--- config.mk ---
export PLATFORM = sky130hd
export DESIGN_NAME = period_capture
export DESIGN_NICKNAME = d
export VERILOG_FILES = /design/src/rtl/period_capture.sv
export SDC_FILE = /design/constraint.sdc
export NUM_CORES = 1
export LEC_CHECK = 0
export CAP_MARGIN = 5
export CELL_PAD_IN_SITES_DETAIL_PLACEMENT = 1
export CELL_PAD_IN_SITES_GLOBAL_PLACEMENT = 2
export CORE_ASPECT_RATIO = 0.6
export CORE_UTILIZATION = 36
export CTS_CLUSTER_DIAMETER = 100
export DETAILED_ROUTE_END_ITERATION = 8
export PLACE_DENSITY_LB_ADDON = 0.2
export REMOVE_ABC_BUFFERS = 1
export SLEW_MARGIN = 25
export SYNTH_ARGS = -nofsm -noshare
export SYNTH_HDL_FRONTEND = slang
export SYNTH_SLANG_ARGS = --single-unit
--- constraint.sdc ---
create_clock -name clk -period 2.65 [get_ports clk]
set_clock_uncertainty 0.2 [all_clocks]
set_input_delay 0.3975 -clock clk [delete_from_list [all_inputs] [get_ports clk]]
set_output_delay 0.3975 -clock clk [all_outputs]
set_load 0.005 [all_outputs]
--- src/rtl/period_capture.sv ---
// Input-capture timer: measures the number of clk cycles between successive
// synchronized rising edges of sig_in, with a valid strobe and a stall timeout.
module period_capture #(
  parameter int WIDTH = 24
) (
  input  logic             clk,
  input  logic             reset,
  input  logic             en,
  input  logic             sig_in,
  output logic [WIDTH-1:0] period,
  output logic             valid,
  output logic             timeout,
  output logic             locked,
  output logic [1:0]       state_dbg
);

  typedef enum logic [1:0] {
    IDLE    = 2'd0,
    MEASURE = 2'd1,
    TIMEOUT = 2'd2
  } state_t;

  localparam logic [WIDTH-1:0] CNT_MAX = '1;
  localparam logic [WIDTH-1:0] CNT_ONE = WIDTH'(1);

  state_t           r_state;
  logic             r_s1;
  logic             r_s2;
  logic             r_s3;
  logic [WIDTH-1:0] r_cnt;
  logic             w_rise;

  // r_s3 only remembers the previous synchronized level for edge detection.
  assign w_rise = r_s2 & ~r_s3;

  always_ff @(posedge clk or negedge reset) begin
    if (!reset) begin
      r_s1    <= 1'b0;
      r_s2    <= 1'b0;
      r_s3    <= 1'b0;
      r_state <= IDLE;
      r_cnt   <= '0;
      period  <= '0;
      valid   <= 1'b0;
    end else begin
      r_s1  <= sig_in;
      r_s2  <= r_s1;
      r_s3  <= r_s2;
      valid <= 1'b0;
      if (!en) begin
        r_state <= IDLE;
        r_cnt   <= '0;
      end else begin
        case (r_state)
          IDLE: begin
            if (w_rise) begin
              r_state <= MEASURE;
              r_cnt   <= CNT_ONE;
            end else begin
              r_cnt <= '0;
            end
          end
          MEASURE: begin
            // An edge arriving with the counter saturated still captures.
            if (w_rise) begin
              period <= r_cnt;
              valid  <= 1'b1;
              r_cnt  <= CNT_ONE;
            end else if (r_cnt == CNT_MAX) begin
              r_state <= TIMEOUT;
            end else begin
              r_cnt <= r_cnt + 1'b1;
            end
          end
          TIMEOUT: begin
            if (w_rise) begin
              r_state <= MEASURE;
              r_cnt   <= CNT_ONE;
            end
          end
          default: begin
            r_state <= IDLE;
            r_cnt   <= '0;
          end
        endcase
      end
    end
  end

  assign locked    = (r_state == MEASURE);
  assign timeout   = (r_state == TIMEOUT);
  assign state_dbg = r_state;

endmodule

==> summary.txt <==
Detailed routing
  – Post-DRT Antenna Nets: 0
  – WL met3: 352 um
  – Initial DRT Pass Iterations: 4
  – Drt via density: 5.670
  – Wirelength per Cell: 17.86 um
  – Highest Signal Layer: met4
  – Metal-1 WL: 3430 um
  – DRC Markers: 0
  – Met2 wire len: 2458 um
  – DR vias: 2013
  – Drt total wl: 6339 um
  – Starting DRT DRC Count: 89

STA
  – Max-slew violations: 0
  – Period utilization: 81.82%
  – RSZ-0062 raised after global routing: false
  – Fmax: 461.2 MHz
  – Sum Neg Setup Slack: 0 ns
  – Min cycle time layout: 2.168 ns
  – Final hold violations: 0
  – Hold slack: 0.1676 ns
  – Final setup fails: 0
  – Slew headroom: 55.59%
  – Worst Tran Pin Value: 0.6662 ns

Setup path
  – CP Cell Sequence: ha_1 > and3_1 > and4_4 > nand2_4 > xnor2_1 > a311oi_1
  – R2R cell count: 6
  – CP max-delay cell: dfrtp_1
  – Family with the most delay on the worst path: simple AND/OR/NAND/NOR gates
  – Worst setup EP type: flop
  – CP Launch Type: flop
  – Slowest Stage Delay on Critical Path: 0.43 ns
  – Kind of critical path: reg2reg
  – Worst EP required: 2.65 ns
  – CP Buf/Inv Count: 0
  – Critical path launch point: r_cnt[0]
  – Reg2reg end: r_cnt[0]
  – WP depth: 6
  – Crit Reg-Reg Startpoint: r_cnt[0]
  – Flop2flop setup slack: 0.48 ns
  – CP Capture Point: r_cnt[0]
  – Critical path arrival: 2.17 ns
  – CP Max Fanout: 8

Global route
  – Gr usage total: 18.54%
  – Largest net degree at the start of global routing: 33
  – First-pass GRT wire length: 10560 um
  – Antenna violations before repair: 0
  – Grt total ovfl: 0
  – Vias in the first global route: 1928

Placed design
  – Dpl cell area: 3027 um^2
  – Gpl congestion: 0.7768
  – PortBufs: 32
  – Post-DP HPWL: 4468 um

Die
  – Die X: 112.7 um
  – Die Area: 7716 um^2
  – Num ports: 33
  – Effective utilization at floorplan: 38.51%
  – Rows: 23
  – Vert. Die Dim: 68.45 um
  – Core Footprint: 6878 um^2

Layout
  – Share of post-route cells with drive strength above 1: 18.28%
  – Syn-to-layout area delta: 22.15%
  – Antenna diode count: 0
  – Fill count: 750
  – Multi-input gate area: 1182 um^2
  – Design Area, Final: 3236 um^2
  – Final nets: 272
  – FF/Latch Area: 1351 um^2

Logic synthesis
  – Commonest cells post-synth: dfrtp_1 (54), mux2_2 (22), nand2_1 (21)
  – Mux contribution to synthesized area: 10.49%
  – Main combinational cell family by area after synthesis: simple AND/OR/NAND/NOR gates
  – Ys flop type: dfrtp_1
  – Area share of the largest cell type after synthesis: 51.02%
  – Post-synthesis simple-gate area fraction: 18.04%
  – Synthesis Warnings: 0
  – Compound-Gate Fraction of Synth Area: 15.30%
  – Number of flops mapped to enable cells by yosys: 0
  – Average instance area after synthesis: 11.18 um^2
  – Seq/Total Area, Yosys: 51.02%
  – Yosys reg bits: 54
  – Cell Area, Synth: 2649 um^2
  – Adder-cell share of the synthesized area: 0.4724%
  – FFs w/ async S/R, synth: 100.0%
  – Most numerous cell in the Yosys netlist: dfrtp_1
  – Synth area leader: dfrtp_1
  – Synth unique cells: 51
  – Top cells by area, synth: dfrtp_1 (51%), mux2_2 (9.4%), nand3_1 (3.0%), nand2_1 (3.0%), a21oi_1 (2.5%)
  – XOR/XNOR share of the synthesized area: 0.3307%
  – Synth Instances: 237

Clocking
  – Clock-pin slew on the worst setup and hold paths: 0.07 ns
  – CTS max path bufs: 2
  – CTS buffer count: 5
  – Post-cts repair resize count: 0
  – Clock tree from TritonCTS: yes
  – H-tree levels: 2
  – Worst skew pair latency: 0.29 ns
  – Postcts setup bufs: 0
  – # hold bufs at CTS: 1
  – Clock tree sinks: 54
  – Clock Root Buffer: clkbuf_16

Outcome
  – Status: finished clean

Flow run
  – Max cap viols: 0

Min path
  – Worst min path class: reg2reg

Pwr
  – Pwr Density: 543.4 nW/um^2
  – Pleak: 1.441 nW
  – Largest vdd supply drop: 0.2483 mV
[registers in the layout, indices dropped and copies added (netlist names)]
name       count
r_cnt         24
r_s3           1
valid          1
r_s2           1
period        24
r_s1           1
state_dbg      2
[area by class of cell]
class,instances,area share (%)
Tap cell,87,3.364
Sequential cell,54,41.76
Inverter,3,0.3480
Multi-Input combinational cell,164,36.54
Clock inverter,2,1.856
Timing Repair Buffer,39,11.83
Clock buffer,6,4.292
[power by group]
group          switching [mW]  total, mW  internal [mW]
Sequential            0.00668      0.839          0.832
Combinational          0.0402     0.0689         0.0287
Clock                   0.284      0.851          0.567
[cells in the final DEF, fill, tap and decap left out, types with 3 or more instances in the layout]
master           instances
nand2_1                 21
a21oi_1                 13
inv_1                    3
clkbuf_16                5
o211ai_1                 6
o21ai_0                  7
or4_1                    6
mux2i_1                  3
and4_1                   5
and3_1                   7
nor2_1                   4
clkdlybuf4s50_1         31
dfrtp_1                 54
a31oi_1                 10
nand4_1                  4
buf_4                    5
nand3_1                 16
mux2_2                  22
o2111ai_1                4
[worst register-to-register path, stage by stage, from the launching register on]
cell and delay (ns):
dfrtp_1 0.43, ha_1 0.22, and3_1 0.34, and4_4 0.36
nand2_4 0.11, xnor2_1 0.16, a311oi_1 0.26
[metal layers]
metal / up-vias / GRT usage (%)
met5: - / 0
met4: 0 / 7.500
met3: 9 / 5.049
met2: 51 / 25.31
met1: 998 / 27.33
li1: 955 / -
[worst min-delay path by stage]
stage          depth (start not counted)   from        end
6_report                               0   r_s1       r_s2
3_5_place_dp                           0   r_s1       r_s2
5_1_grt                                0   r_s1       r_s2
4_1_cts                                0   r_s1       r_s2
3_3_place_gp                           0   r_s1       r_s2
2_1_floorplan                          0  reset  period[0]
[stage by stage]
| step | utilization (%) | power, mW | std cells | worst slack (ns) |
|---|---|---|---|---|
| CTS | 47.04 | 1.789 | 355 | 0.4796 |
| finish | 47.04 | 1.758 | 355 | 0.4819 |
| global route | 47.04 | 1.830 | 355 | 0.3672 |
| detailed placement | 44.01 | 0.9243 | 346 | 0.4772 |
| global placement | 44.01 | 0.9235 | 346 | 0.5171 |
| floorplan | - | 0.8771 | 221 | 0.6643 |
[cell families after synthesis]
| logic type | count (synthesis) |
|---|---|
| compound gates | 58 |
| xor+xnor | 1 |
| fa+ha+maj | 1 |
| buf+inv | 19 |
| flops | 54 |
| mux | 25 |
| simple gates | 79 |
Power figures use the tool's default switching activity.
